## src/rtl/rps_match_controller_if.sv

```systemverilog
// Player-facing bundle of the rock-paper-scissors match controller.
// The master side (console/front panel) drives the player choices and start.
// The slave side (the controller) returns the latched choices, scores and match state.
interface rps_match_controller_if #(
  parameter int SCORE_W = 4
);
  logic               start;
  logic [2:0]         player1_input;
  logic               p1_valid;
  logic [2:0]         player2_input;
  logic               p2_valid;
  logic               play_with_bot;

  logic [2:0]         player1_choice;
  logic [2:0]         player2_choice;
  logic [2:0]         round_result;
  logic [SCORE_W-1:0] p1_score;
  logic [SCORE_W-1:0] p2_score;
  logic [SCORE_W-1:0] round_count;
  logic [2:0]         match_winner;
  logic               busy;

  modport master (
    output start, player1_input, p1_valid, player2_input, p2_valid, play_with_bot,
    input  player1_choice, player2_choice, round_result, p1_score, p2_score,
           round_count, match_winner, busy
  );

  modport slave (
    input  start, player1_input, p1_valid, player2_input, p2_valid, play_with_bot,
    output player1_choice, player2_choice, round_result, p1_score, p2_score,
           round_count, match_winner, busy
  );
endinterface

```

## src/rtl/rps_match_controller.sv

```systemverilog
// Rock-paper-scissors match controller: collects one choice per player,
// judges the round, holds the result for a reveal period and keeps score
// until one side reaches WIN_TARGET round wins.
// Optional feature macro: RPS_BOT_EN -- builds an LFSR-driven bot that can
// stand in for player 2. Without it, player 2 always comes from the bus.
//
// state   | meaning
// IDLE    | after reset, waiting for start
// COLLECT | waiting for both players to latch a legal one-hot choice
// JUDGE   | one cycle: decide round, update scores and round count
// REVEAL  | round result held for REVEAL_CYCLES cycles
// DONE    | match over, winner and final scores held until start
module rps_match_controller #(
  parameter int         WIN_TARGET    = 3,
  parameter int         SCORE_W       = 4,
  parameter int         REVEAL_CYCLES = 4,
  parameter logic [7:0] LFSR_SEED     = 8'hCC
) (
  input logic                  Clk,
  input logic                  Rst_n,
  rps_match_controller_if.slave bus
);

  localparam logic [2:0] ROCK     = 3'b001;
  localparam logic [2:0] SCISSORS = 3'b010;
  localparam logic [2:0] PAPER    = 3'b100;
  localparam logic [2:0] RES_P1   = 3'b100;
  localparam logic [2:0] RES_P2   = 3'b001;
  localparam logic [2:0] RES_DRAW = 3'b010;

  localparam logic [SCORE_W-1:0] WIN_S       = SCORE_W'(WIN_TARGET);
  localparam logic [SCORE_W-1:0] ONE_S       = SCORE_W'(1);
  localparam logic [7:0]         REVEAL_LAST = 8'(REVEAL_CYCLES - 1);

  typedef enum logic [2:0] {
    IDLE    = 3'd0,
    COLLECT = 3'd1,
    JUDGE   = 3'd2,
    REVEAL  = 3'd3,
    DONE    = 3'd4
  } state_t;

  state_t             state;
  logic [7:0]         reveal_cnt;
  logic [2:0]         p1_choice;
  logic [2:0]         p2_choice;
  logic [2:0]         result;
  logic [SCORE_W-1:0] p1_score;
  logic [SCORE_W-1:0] p2_score;
  logic [SCORE_W-1:0] round_count;
  logic [2:0]         winner;
  logic               busy;

  logic       p1_take;
  logic       p2_take;
  logic [2:0] p2_value;
  logic       p1_beats_p2;

  function automatic logic is_legal(input logic [2:0] v);
    return (v == ROCK) || (v == SCISSORS) || (v == PAPER);
  endfunction

`ifdef RPS_BOT_EN
  logic [7:0] lfsr;
  logic [2:0] bot_pick;
  logic [7:0] lfsr_mod3;

  // Free-running bot source, shifts left every cycle regardless of state.
  always_ff @(posedge Clk or negedge Rst_n) begin
    if (!Rst_n) lfsr <= LFSR_SEED;
    else        lfsr <= {lfsr[6:0], lfsr[7] ^ lfsr[5] ^ lfsr[4] ^ lfsr[3]};
  end

  // Bot choice is the current LFSR value folded into the three moves.
  always_comb begin
    lfsr_mod3 = lfsr % 8'd3;
    bot_pick  = ROCK;
    if (lfsr_mod3 == 8'd1)      bot_pick = SCISSORS;
    else if (lfsr_mod3 == 8'd2) bot_pick = PAPER;
  end
`else
  localparam logic [7:0] unused_lfsr_seed = LFSR_SEED;
  logic unused_play_with_bot;
  assign unused_play_with_bot = bus.play_with_bot;
`endif

  // Latch qualification for both sides; the bot always lands with player 1.
  always_comb begin
    p1_take  = (state == COLLECT) && (p1_choice == 3'b000) &&
               bus.p1_valid && is_legal(bus.player1_input);
    p2_take  = (state == COLLECT) && (p2_choice == 3'b000) &&
               bus.p2_valid && is_legal(bus.player2_input);
    p2_value = bus.player2_input;
`ifdef RPS_BOT_EN
    if (bus.play_with_bot) begin
      p2_take  = p1_take && (p2_choice == 3'b000);
      p2_value = bot_pick;
    end
`endif
  end

  // Round rule: each move beats the next one in the rock->scissors->paper cycle.
  always_comb begin
    p1_beats_p2 = ((p1_choice == ROCK)     && (p2_choice == SCISSORS)) ||
                  ((p1_choice == SCISSORS) && (p2_choice == PAPER))    ||
                  ((p1_choice == PAPER)    && (p2_choice == ROCK));
  end

  // Match sequencing with all outputs registered alongside the state.
  always_ff @(posedge Clk or negedge Rst_n) begin
    if (!Rst_n) begin
      state       <= IDLE;
      reveal_cnt  <= '0;
      p1_choice   <= '0;
      p2_choice   <= '0;
      result      <= '0;
      p1_score    <= '0;
      p2_score    <= '0;
      round_count <= '0;
      winner      <= '0;
      busy        <= 1'b0;
    end else begin
      case (state)
        IDLE, DONE: begin
          if (bus.start) begin
            state       <= COLLECT;
            busy        <= 1'b1;
            p1_choice   <= '0;
            p2_choice   <= '0;
            result      <= '0;
            p1_score    <= '0;
            p2_score    <= '0;
            round_count <= '0;
            winner      <= '0;
          end
        end
        COLLECT: begin
          if (p1_take) p1_choice <= bus.player1_input;
          if (p2_take) p2_choice <= p2_value;
          if (((p1_choice != 3'b000) || p1_take) &&
              ((p2_choice != 3'b000) || p2_take)) begin
            state <= JUDGE;
          end
        end
        JUDGE: begin
          if (p1_choice == p2_choice) begin
            result <= RES_DRAW;
          end else if (p1_beats_p2) begin
            result   <= RES_P1;
            p1_score <= p1_score + ONE_S;
          end else begin
            result   <= RES_P2;
            p2_score <= p2_score + ONE_S;
          end
          if (round_count != {SCORE_W{1'b1}}) round_count <= round_count + ONE_S;
          reveal_cnt <= REVEAL_LAST;
          state      <= REVEAL;
        end
        REVEAL: begin
          if (reveal_cnt == 8'd0) begin
            if (p1_score == WIN_S) begin
              state  <= DONE;
              winner <= RES_P1;
              busy   <= 1'b0;
            end else if (p2_score == WIN_S) begin
              state  <= DONE;
              winner <= RES_P2;
              busy   <= 1'b0;
            end else begin
              state     <= COLLECT;
              p1_choice <= '0;
              p2_choice <= '0;
              result    <= '0;
            end
          end else begin
            reveal_cnt <= reveal_cnt - 8'd1;
          end
        end
        default: begin
          state <= IDLE;
          busy  <= 1'b0;
        end
      endcase
    end
  end

  assign bus.player1_choice = p1_choice;
  assign bus.player2_choice = p2_choice;
  assign bus.round_result   = result;
  assign bus.p1_score       = p1_score;
  assign bus.p2_score       = p2_score;
  assign bus.round_count    = round_count;
  assign bus.match_winner   = winner;
  assign bus.busy           = busy;

endmodule

```

## src/flat_wrapper.sv

```systemverilog
// flat-port wrapper written by rule: the top's interface ports become plain ports
module rps_match_controller_flat 
#(
  parameter int         WIN_TARGET    = 3,
  parameter int         SCORE_W       = 4,
  parameter int         REVEAL_CYCLES = 4,
  parameter logic [7:0] LFSR_SEED     = 8'hCC
)
  (Clk, Rst_n, bus_start, bus_player1_input, bus_p1_valid, bus_player2_input, bus_p2_valid, bus_play_with_bot, bus_player1_choice, bus_player2_choice, bus_round_result, bus_p1_score, bus_p2_score, bus_round_count, bus_match_winner, bus_busy);
  rps_match_controller_if #(.SCORE_W(SCORE_W)) bus_i ();
  input logic Clk;
  input logic Rst_n;
  input wire logic [$bits(bus_i.start)-1:0] bus_start;
  input wire logic [$bits(bus_i.player1_input)-1:0] bus_player1_input;
  input wire logic [$bits(bus_i.p1_valid)-1:0] bus_p1_valid;
  input wire logic [$bits(bus_i.player2_input)-1:0] bus_player2_input;
  input wire logic [$bits(bus_i.p2_valid)-1:0] bus_p2_valid;
  input wire logic [$bits(bus_i.play_with_bot)-1:0] bus_play_with_bot;
  output wire logic [$bits(bus_i.player1_choice)-1:0] bus_player1_choice;
  output wire logic [$bits(bus_i.player2_choice)-1:0] bus_player2_choice;
  output wire logic [$bits(bus_i.round_result)-1:0] bus_round_result;
  output wire logic [$bits(bus_i.p1_score)-1:0] bus_p1_score;
  output wire logic [$bits(bus_i.p2_score)-1:0] bus_p2_score;
  output wire logic [$bits(bus_i.round_count)-1:0] bus_round_count;
  output wire logic [$bits(bus_i.match_winner)-1:0] bus_match_winner;
  output wire logic [$bits(bus_i.busy)-1:0] bus_busy;
  assign bus_i.start = bus_start;
  assign bus_i.player1_input = bus_player1_input;
  assign bus_i.p1_valid = bus_p1_valid;
  assign bus_i.player2_input = bus_player2_input;
  assign bus_i.p2_valid = bus_p2_valid;
  assign bus_i.play_with_bot = bus_play_with_bot;
  assign bus_player1_choice = bus_i.player1_choice;
  assign bus_player2_choice = bus_i.player2_choice;
  assign bus_round_result = bus_i.round_result;
  assign bus_p1_score = bus_i.p1_score;
  assign bus_p2_score = bus_i.p2_score;
  assign bus_round_count = bus_i.round_count;
  assign bus_match_winner = bus_i.match_winner;
  assign bus_busy = bus_i.busy;
  rps_match_controller #(.WIN_TARGET(WIN_TARGET), .SCORE_W(SCORE_W), .REVEAL_CYCLES(REVEAL_CYCLES), .LFSR_SEED(LFSR_SEED)) u_core (.Clk(Clk), .Rst_n(Rst_n), .bus(bus_i));
endmodule
```

## config.mk

```make
export PLATFORM = sky130hd
export DESIGN_NAME = rps_match_controller_flat
export DESIGN_NICKNAME = d
export VERILOG_FILES = /design/src/rtl/rps_match_controller_if.sv /design/src/rtl/rps_match_controller.sv /design/src/flat_wrapper.sv
export SDC_FILE = /design/constraint.sdc
export NUM_CORES = 1
export LEC_CHECK = 0
export ABC_AREA = 1
export CAP_MARGIN = 15
export CORE_UTILIZATION = 35
export CTS_CLUSTER_SIZE = 14
export DETAILED_ROUTE_END_ITERATION = 8
export REMOVE_ABC_BUFFERS = 1
export SLEW_MARGIN = 20
export SYNTH_ARGS = -nofsm -noshare
export SYNTH_HDL_FRONTEND = slang
export SYNTH_SLANG_ARGS = --single-unit
export TNS_END_PERCENT = 20
```

## constraint.sdc

```tcl
create_clock -name Clk -period 1.76 [get_ports Clk]
set_clock_uncertainty 0.1 [all_clocks]
set_input_delay 0.528 -clock Clk [delete_from_list [all_inputs] [get_ports Clk]]
set_output_delay 0.528 -clock Clk [all_outputs]
set_load 0.05 [all_outputs]
```

==> results of run 1 <==
==> worst max-delay path: stages <==
cell and delay [ps]:
clkdlybuf4s50_1 510, inv_1 80, nand2_2 150, o21ai_0 130, inv_1 90, nand3_1 110
nand2_1 70, o21ai_0 80
==> power by group <==
| group | internal, W | leakage (nW) | total [W] | switching, W |
|---|---|---|---|---|
| sequential | 0.00103 | 0.464 | 0.00130 | 0.000264 |
| combinational | 0.00134 | 1.14 | 0.00325 | 0.00191 |
| clock | 0.000278 | 0.0422 | 0.000568 | 0.000290 |
| total | 0.00265 | 1.64 | 0.00512 | 0.00247 |
==> routing by layer <==
layer  global-route usage (%)  vias to the layer above
met3                     3.07                        5
met1                     23.0                      975
met4                     4.29                        0
met2                     30.7                       30
li1                         -                     1082
met5                        0                        -
==> per-stage QoR <==
stage	utilization [%]	power [W]	hold WS [ps]	cells	instance area, um^2
floorplan	-	0.00310	132	295	2120
global placement	50.5	0.00435	402	428	2990
detailed placement	50.5	0.00441	415	428	2990
CTS	51.9	0.00500	431	436	3070
global route	53.0	0.00551	471	440	3140
finish	53.0	0.00512	436	440	3140
==> worst max path at each step <==
| stage | endpoint | slack (ps) | cells past startpoint |
|---|---|---|---|
| floorplan | u_core.bus.round_count[3]$_DFFE_PN0P_ | 7 | 9 |
| global placement | u_core.bus.player1_choice[2]$_DFFE_PN0P_ | -230 | 9 |
| detailed placement | u_core.bus.player1_choice[2]$_DFFE_PN0P_ | -260 | 9 |
| CTS | u_core.bus.player1_choice[2]$_DFFE_PN0P_ | 30 | 6 |
| global route | u_core.bus.player1_choice[2]$_DFFE_PN0P_ | -10 | 7 |
| finish | u_core.bus.match_winner[2]$_DFFE_PN0P_ | 70 | 8 |
==> cell usage after synthesis (2+ instances only) <==
library cell,n
nand3_1,42
inv_1,38
buf_4,2
nor2_2,2
nor2_1,38
nand4_1,4
nand2_2,2
o21bai_1,6
a21oi_1,6
nor2_4,2
ha_1,5
xor2_1,9
dfrtp_1,35
o21ai_0,11
nand2_1,84
==> cells by family after synthesis <==
| logic type | count (synthesis) |
|---|---|
| xor+xnor | 10 |
| flops | 35 |
| simple gates | 178 |
| other cells | 1 |
| compound gates | 28 |
| buf+inv | 41 |
| fa+ha+maj | 5 |
==> registers in the layout, indices dropped and copies added, names as in the netlist <==
| name | cells |
|---|---|
| u_core.bus.round_count | 4 |
| u_core.bus.busy | 1 |
| u_core.bus.round_result | 3 |
| u_core.state | 3 |
| u_core.bus.p1_score | 4 |
| u_core.bus.player1_choice | 3 |
| u_core.bus.player2_choice | 3 |
| u_core.bus.match_winner | 2 |
| u_core.reveal_cnt | 8 |
| u_core.bus.p2_score | 4 |
==> placed cells by master, fill, tap and decap left out, types with 6 or more instances in the layout <==
master | netlist | routed
dfrtp_1 | 35 | 35
o21ai_0 | 11 | 11
nand2_1 | 84 | 81
inv_1 | 38 | 37
clkdlybuf4s50_1 | 0 | 9
o21bai_1 | 6 | 6
xor2_1 | 9 | 9
a21oi_1 | 6 | 6
buf_12 | 0 | 25
nand3_1 | 42 | 41
nor2_1 | 38 | 35
buf_4 | 2 | 27
==> repair_timing <==
item | CTS | global route
resized for setup | 0 | 11
setup buffers | 0 | 4
hold buffers | 0 | 0
setup endpoints to repair | 0 | 14
==> final cells by class <==
class                           instances  area (um^2)  area share, %
Clock buffer                            7         76.3           2.43
Clock inverter                          1         5.00          0.159
Inverter                               38          143           4.54
Multi-Input combinational cell        222         1140           36.3
Sequential cell                        35          876           27.9
Tap cell                               75         93.8           2.99
Timing Repair Buffer                   62          806           25.7
==> impl_results.md, run 1 <==
* CP endpoint kind: flip-flop
* Number of fillers in the final layout at 554
* Min-delay worst type: flip-flop to flip-flop
* Largest family of logic cells by synthesized area: simple AND/OR/NAND/NOR gates
* TritonCTS Buffers at 5
* FFs w/ async S/R, synth at 100%
* IO Port Bufs at 34
* Via/cell ratio at about 4.8
* WL/cell at 11.8 um
* Root Buffer: clkbuf_8
* Yosys warns at 0
* IO Pins at 37
* Mux cell area share after synthesis at 0%
* Worst Setup Path Type: input pin to flip-flop
* WL final at 5180 um
* Critical Path Start Type: input pin
* Die area at 6440 um^2
* Cell Area, Synth at 2140 um^2
* Synth Area in Adders at 2.92%
* Max_cap viols at 0
* Remaining antenna violation count at 0
* Synth Area in Compound Gates at 8.17%
* Proportion of layout cells with a drive suffix above 1 at 21.1%
* Yosys reg bits at 35
* Yosys cell types at 27
* Peak supply drop at 0.927 mV
* Drt first pass iters at 4
* Clk slew on worst S/H paths at 70 ps
* WL met2 at about 2600 um
* First-pass GRT wire length at a little under 9000 um
* Yosys top cell by area: dfrtp_1
* XOR/XNOR share of the synthesized area at 4.09%
* WHS Endpoint: u_core.state[2]$_DFFE_PN0P_
* Number of global-route vias before repair at 2,030
* Final Max Tran Viols at 0
* DR iter-0 viols at 76
* Clk sinks at 35
* Synth Area in Simple Gates at 36.3%
* Leakage at 1.64 nW
* Total grt overflow at 0
* Core footprint at 5920 um^2
* Max Used Layer: met4
* Antenna diodes at 0
* Die W at 80.3 um
* R2R depth at 8
* Nets at approximately 380
* Final hold violation count at 0
* Critical R2R Launch: u_core.reveal_cnt[3]$_DFFE_PN0P_
* Setup violators final at 0
* Hold_sp: u_core.state[2]$_DFFE_PN0P_
* Worst R2R Setup Slack at about 90 ps
* Worst skew pair latency at 290 ps
* Top-area cell type share of the netlist area at 40.9%
* Starting Density at 36.2%
* Routed via count at 2,092
* Min Tclk post-route at about 1700 ps
* Site Rows at 28
* DPL Wire Length at 3930 um
* Crit path DAT at 1750 ps
* Setup TNS at 0 ps
* Avg Cell Area, Syn at 7.19 um^2
* Period utilization at between 90% and 100%
* Status: complete, no violations
* Routed wl met3 at 140 um
* Setup WS post-layout at 74.5 ps
* Tot GR Track Use at 17.8%
* Post-Place Setup Slack at -264 ps
* Post-synth EDFFs at 0
* CP max FO at 5
* CP Data Required Time at 1830 ps
* Most area-consuming cells after synthesis: dfrtp_1 (41%), nand2_1 (15%), nand3_1 (9.8%), inv_1 (6.7%), nor2_1 (6.7%)
* Cell area power density at 1630 nW/um^2
* Fmax at 593 MHz
* Syn Inst Count at 298
* Main flop type after synthesis: dfrtp_1
* CTS tree: yes
* R2R Path End: u_core.reveal_cnt[2]$_DFFE_PN0P_
* Largest net degree at the start of global routing at 36
* Routability cong. at 0.814
* WHS Path Cells at 2
* CP startpoint: bus_start
* # DRC at 0
* Post-synthesis sequential area ratio at between 40% and 50%
* Die height at 80.3 um
* M1 WL at 2380 um
* Initial antenna violation count at 0
* Clock Path Buffers at 2
* Area grow syn2layout at 46.5%
* H-tree levels at 2
No activity file was read; power rests on OpenSTA's default activity.
==> run 2, diff against run 1 <==
clock period = 1.8 ns   (was 1.76 ns; I/O delays follow)
==> run 2 against run 1 <==
Final area rose by 0.32%. Worst hold slack got worse by 0.71 ps. Combinational power fell by 5%. Clock-buffer cell count fell by 1. Critical path depth did not move. Non-clock buffer count fell by 2. Highest routed layer unchanged.
==> impl_results.md, run 2 (synthesis results as in run 1) <==
* Status: complete, no violations
* Worst path slowest cell: dfrtp_1
* Worst skew pair latency at 290 ps (about the same)
* Remaining antenna violation count at 0 (unchanged)
* Most frequent cells in the layout: nand2_1 (82), nand3_1 (41), inv_1 (38), nor2_1 (35), dfrtp_1 (35)
* Max reg flops at 8 (unchanged)
* CP max FO at 8 (+3)
* Min Tclk post-route at 1670 ps
* IO Port Bufs at 34 (unchanged)
* Clock Path Buffers at 2 (unchanged)
* Final Max Tran Viols at 0 (unchanged)
* Peak supply drop at 0.992 mV (+7.1%)
* Post-layout util at 53.2% (+0.17 points)
* Number of global-route vias before repair at 1,944 (-4.2%)
* Crit-path cells: nor2_2 -> nand2_1 -> o21ai_4 -> buf_4 -> nand2_2 -> nand2_1 -> o21ai_0 -> nor2_1
* Proportion of layout cells with a drive suffix above 1 at 20.4% (-0.71 points)
* Worst Setup Path Type: flip-flop to flip-flop
* Die area at 6440 um^2 (unchanged)
* Total grt overflow at 0 (unchanged)
* Crit path DAT at 1790 ps (+40 ps)
* Clk sinks at 35 (unchanged)
* Routability cong. at 0.818 (+0.54%)
* Routed via count at 2,098 (+0.29%)
* CTS tree: yes
* WL final at 5060 um (-2.3%)
* IO Pins at 37 (unchanged)
* Die W at 80.3 um (unchanged)
* Starting Density at 36.2% (unchanged)
* Leakage at 1.64 nW (about the same)
* Via/cell ratio at 4.79 (+0.74%)
* Drt first pass iters at 5 (+1)
* Area grow syn2layout at 47.0%
* Site Rows at 28 (unchanged)
* DPL Wire Length at 3810 um (-3.0%)
* CP Data Required Time at 1920 ps (+90 ps)
* CP endpoint kind: flip-flop
* Initial antenna violation count at 0 (unchanged)
* Final hold violation count at 0 (unchanged)
* Core footprint at 5920 um^2 (unchanged)
* Top reg by flops: u_core.reveal_cnt
* Final Instance Area at 3150 um^2 (+0.32%)
* Min-delay worst type: flip-flop to flip-flop
* Setup violators final at 0 (unchanged)
* Number of fillers in the final layout at 546 (-1.4%)
* DR iter-0 viols at 92 (+21%)
* Most common cell after layout, fill and taps aside: nand2_1
* Nets at 379 (-0.52%)
* First-pass GRT wire length at 8780 um (-1.5%)
* Critical Path Start Type: flip-flop
* Tot GR Track Use at 17.5% (-0.32 points)
* Antenna diodes at 0 (unchanged)
* Period utilization at 92.6%
* H-tree levels at 2 (unchanged)
* TritonCTS Buffers at 5 (unchanged)
* Max_cap viols at 0 (unchanged)
* Placed inst area at 3000 um^2 (+0.25%)
* RSZ-0062 raised after global routing: true
* Largest net degree at the start of global routing at 36 (unchanged)
* CP most frequent cell: nand2_1
* Root Buffer: clkbuf_8
* Clk slew on worst S/H paths at 70 ps (about the same)
* Cell area power density at 1620 nW/um^2 (-0.27%)
* CP peak stage delay at 430 ps (-80 ps)
* Hold Buf Count CTS at 0 (unchanged)
* Setup TNS at 0 ps (unchanged)
* Fmax at 600 MHz
* # DRC at 0 (unchanged)
* WL/cell at 11.6 um (-1.8%)
* Die height at 80.3 um (unchanged)
-- run 2: changes by cell type in the layout (fill, tap and decap cells not counted), sizes merged --
cell / before / now
buf: 52 / 50
bufinv: 0 / 1
clkbuf: 7 / 6
clkdlybuf4s50: 9 / 10
dlymetal6s2s: 1 / 0
-- run 2: layout make-up --
class                   count  area (um^2)  area share [%]
clock buffers               6         82.6            2.62
multi-input cells         222         1130            35.9
clock inverters             2         35.0            1.11
flip-flops and latches     35          876            27.8
well taps                  75         93.8            2.98
inverters                  38          143            4.53
repair buffers             60          788            25.0
-- run 2: through the flow --
step           power (W)  setup slack [ps]  std cells  hold slack, ps
2_1_floorplan    0.00303              47.1        295             144
3_3_place_gp     0.00426              -201        429             403
3_5_place_dp     0.00430              -223        429             410
4_1_cts          0.00507              81.6        437             429
5_1_grt          0.00551             -26.3        438             466
6_report         0.00512               134        438             435
-- run 2: report_power, final --
part	internal, W	leakage, nW	total [W]	switching (W)
sequential	0.00101	0.464	0.00127	0.000260
clock	0.000448	0.0612	0.000747	0.000299
combinational	0.00127	1.12	0.00310	0.00183
-- run 2: worst paths after layout --
kind	startpoint	end	slack (ps)	cells after the start
max	u_core.reveal_cnt[4]$_DFFE_PN0P_	u_core.reveal_cnt[2]$_DFFE_PN0P_	130	8
min in group asynchronous	Rst_n	u_core.reveal_cnt[4]$_DFFE_PN0P_	520	2
min	u_core.bus.busy$_DFFE_PN0P_	u_core.bus.busy$_DFFE_PN0P_	430	2
min reg2reg	u_core.bus.busy$_DFFE_PN0P_	u_core.bus.busy$_DFFE_PN0P_	430	2
max reg2reg	u_core.reveal_cnt[4]$_DFFE_PN0P_	u_core.reveal_cnt[2]$_DFFE_PN0P_	130	8
max in group asynchronous	Rst_n	u_core.bus.p2_score[1]$_DFFE_PN0P_	900	2
-- run 2: repair_timing --
item,4_1_cts,5_1_grt
buffers inserted,0,1
endpoints found under the setup margin,0,8
gates resized for setup,0,7
-- run 2: routing by layer --
metal | vias up | global-route usage, % | wire length [um]
met4 | 0 | 4.29 | 37
met3 | 5 | 3.52 | 167
met2 | 34 | 29.5 | 2500
met1 | 981 | 22.8 | 2360
met5 | - | 0 | 0
li1 | 1078 | - | -
-- run 2: critical path: cells and delay by family (launching register included) --
kind                   cells  cell delay (ps)
and+or+nand+nor            5              530
DFF                        1              430
AOI/OAI and AO/OA          2              370
buffers and inverters      1              170
==> run 3, diff against run 2 <==
GPL_TIMING_DRIVEN = 0   (was unset)
REMOVE_ABC_BUFFERS = unset   (was 1)
==> run 3 against run 2 <==
Clock power is 15% lower. Sequential share of layout area is 4.0 points higher. Setup slack worse by 91 ps. Critical path depth is 7 lower. Worst hold slack worse by 420 ps. First-iteration DRC count is 18% lower. Utilization is 6.6 points lower. Power is 12% lower. Die area stayed put. Via count is 3.6% lower. Flip-flop and latch count stayed put. Critical path type is now flip-flop to output port. Critical endpoint is now bus_player1_choice[0]. Largest cell class unchanged. Highest routed layer unchanged.
==> impl_results.md, run 3 (synthesis results as in run 1) <==
* Initial antenna violation count at 0 (unchanged)
* Post-Place Setup Slack at -295 ps (-72.1 ps)
* RSZ-0062 raised after global routing: true
* Via/cell ratio at 4.81 (+0.51%)
* TritonCTS Buffers at 5 (unchanged)
* WL/cell at 11.7 um (+1.5%)
* Clock Path Buffers at 2 (unchanged)
* WP buf/inv at 1 (unchanged)
* Final Instance Area at 2760 um^2 (-12%)
* IO Port Bufs at 34 (unchanged)
* CP peak stage delay at 430 ps (about the same)
* Largest net degree at the start of global routing at 26 (-28%)
* Min-delay worst type: input pin to async pin
* Worst path slowest cell: dfrtp_1
* Site Rows at 28 (unchanged)
* Max reg flops at 8 (unchanged)
* Routed via count at 2,022 (-3.6%)
* Hold Buf Count CTS at 0 (unchanged)
* GRT met2 Usage at 26.9% (-2.6 points)
* Post-layout util at 46.6% (-6.6 points)
* Switch Pwr at 0.00230 W (-3.9%)
* Die W at 80.3 um (unchanged)
* WL final at 4920 um (-2.7%)
* Comb pwr share at 58.5% (-2.1 points)
* Die area at 6440 um^2 (unchanged)
* Tot GR Track Use at 16.7% (-0.73 points)
* CP max FO at 5 (-3)
* Fmax at 569 MHz (-5.2%)
* Finished Layout Cells at 420 (-4.1%)
* Min Tclk post-route at 1760 ps (+91.3 ps)
* Starting Density at 36.2% (unchanged)
* Internal at 0.00219 W (-20%)
* Setup WS post-layout at 42.7 ps (-91.3 ps)
* Clock group share of total power at 14.1% (-0.5 points)
* Cell area power density at 1630 nW/um^2 (+0.19%)
* Final hold violation count at 0 (unchanged)
* # DRC at 0 (unchanged)
* Routability cong. at 0.802 (-2.0%)
* Total grt overflow at 0 (unchanged)
* Sw Share at 51.2% (+4.5 points)
* IO Pins at 37 (unchanged)
* Placed inst area at 2590 um^2 (-14%)
* CP top delay family: flip-flops
* Final Max Tran Viols at 0 (unchanged)
* Antenna diodes at 0 (unchanged)
* Nets at 361 (-4.7%)
* H-tree levels at 2 (unchanged)
* CP endpoint kind: output port
* Worst Setup Path Type: flip-flop to output port
* Met3 GRT Util at 3.75% (+0.23 points)
* Setup violators final at 0 (unchanged)
* Remaining antenna violation count at 0 (unchanged)
* Number of cells after detailed placement at 408 (-4.9%)
* Area grow syn2layout at 28.7%
* Proportion of layout cells with a drive suffix above 1 at 16.2% (-4.2 points)
* Clk slew on worst S/H paths at 70 ps (about the same)
* Worst skew pair latency at 290 ps (about the same)
* Max_cap viols at 0 (unchanged)
* Most common cell after layout, fill and taps aside: nand2_1
* Die height at 80.3 um (unchanged)
* Leakage at 1.43 nW (-13%)
* Number of global-route vias before repair at 1,822 (-6.3%)
* Status: complete, no violations
* Most frequent cells in the layout: nand2_1 (83), nand3_1 (42), inv_1 (36), dfrtp_1 (35), nor2_1 (34)
* Drt first pass iters at 4 (-1)
* Setup TNS at 0 ps (unchanged)
* Core footprint at 5920 um^2 (unchanged)
* DR iter-0 viols at 75 (-18%)
* Syn nets at approximately 320
* M1 GR Usage at 22.0% (-0.80 points)
* Grt peak-use layer: met2
* Clk sinks at 35 (unchanged)
* Crit-path cells: clkdlybuf4s15_2
* Period utilization at 97.6% (+5.1 points)
* CP Data Required Time at 1160 ps (-760 ps)
* Root Buffer: clkbuf_8
* Peak supply drop at 0.939 mV (-5.4%)
* Critical Path Start Type: flip-flop
* Top reg by flops: u_core.reveal_cnt
* DPL Wire Length at 3760 um (-1.5%)
* CTS tree: yes
* Sequential power share at 27.4% (+2.6 points)
* Crit path DAT at 1120 ps (-670 ps)
* First-pass GRT wire length at 8260 um (-6.0%)
-- run 3: power groups by stage --
stage	sequential (W)	combinational [W]	clock [W]
floorplan	0.00164	0.00142	0
global placement	0.00123	0.00251	0
detailed placement	0.00123	0.00255	0
CTS	0.00122	0.00253	0.000657
global route	0.00126	0.00296	0.000693
finish	0.00123	0.00263	0.000634
-- run 3: worst paths after layout --
kind | from | end | slack [ps] | cells past startpoint
setup / recovery | u_core.bus.player1_choice[0]$_DFFE_PN0P_ | bus_player1_choice[0] | 40 | 1
hold / removal | Rst_n | u_core.reveal_cnt[5]$_DFFE_PN0P_ | 20 | 1
setup reg to reg | u_core.reveal_cnt[0]$_DFFE_PN0P_ | u_core.bus.player2_choice[1]$_DFFE_PN0P_ | 60 | 9
hold reg to reg | u_core.bus.round_result[0]$_DFFE_PN0P_ | u_core.bus.round_result[0]$_DFFE_PN0P_ | 370 | 2
max in group asynchronous | Rst_n | u_core.bus.player1_choice[2]$_DFFE_PN0P_ | 1150 | 2
min in group Clk | u_core.bus.round_result[0]$_DFFE_PN0P_ | u_core.bus.round_result[0]$_DFFE_PN0P_ | 370 | 2
-- run 3: worst reg2reg max path, stage by stage (launching register included) --
cell,delay [ps]
dfrtp_1,370
inv_2,90
ha_1,150
nand2_1,100
o21ai_4,250
buf_4,170
nand3_2,80
nor2_4,180
nand3_1,100
nand2_1,90
-- run 3: per-layer routing --
layer / vias up / wire length [um]
li1: 1050 / -
met1: 927 / 2460
met2: 36 / 2230
met3: 9 / 155
met4: 0 / 76
met5: - / 0
-- run 3: layout make-up --
cell class              instances  area, um^2
repair buffers                 39         403
clock buffers                   8         100
multi-input cells             222        1120
plain buffers                   3        18.8
flip-flops and latches         35         876
well taps                      75        93.8
fillers                       611        3160
inverters                      38         143
-- run 3: repair_timing --
| action | 4_1_cts | 5_1_grt |
|---|---|---|
| gates resized for setup | 71 | 9 |
| setup endpoints to repair | 34 | 22 |
| setup buffers | 0 | 4 |
| pin swaps | 1 | 2 |
| endpoints found under the hold margin | 0 | 0 |
-- run 3: stage by stage --
| step | hold slack (ps) | power [W] |
|---|---|---|
| global route | 28.9 | 0.00491 |
| global placement | 358 | 0.00374 |
| floorplan | 144 | 0.00306 |
| CTS | 17.0 | 0.00440 |
| detailed placement | 337 | 0.00377 |
| finish | 18.5 | 0.00449 |
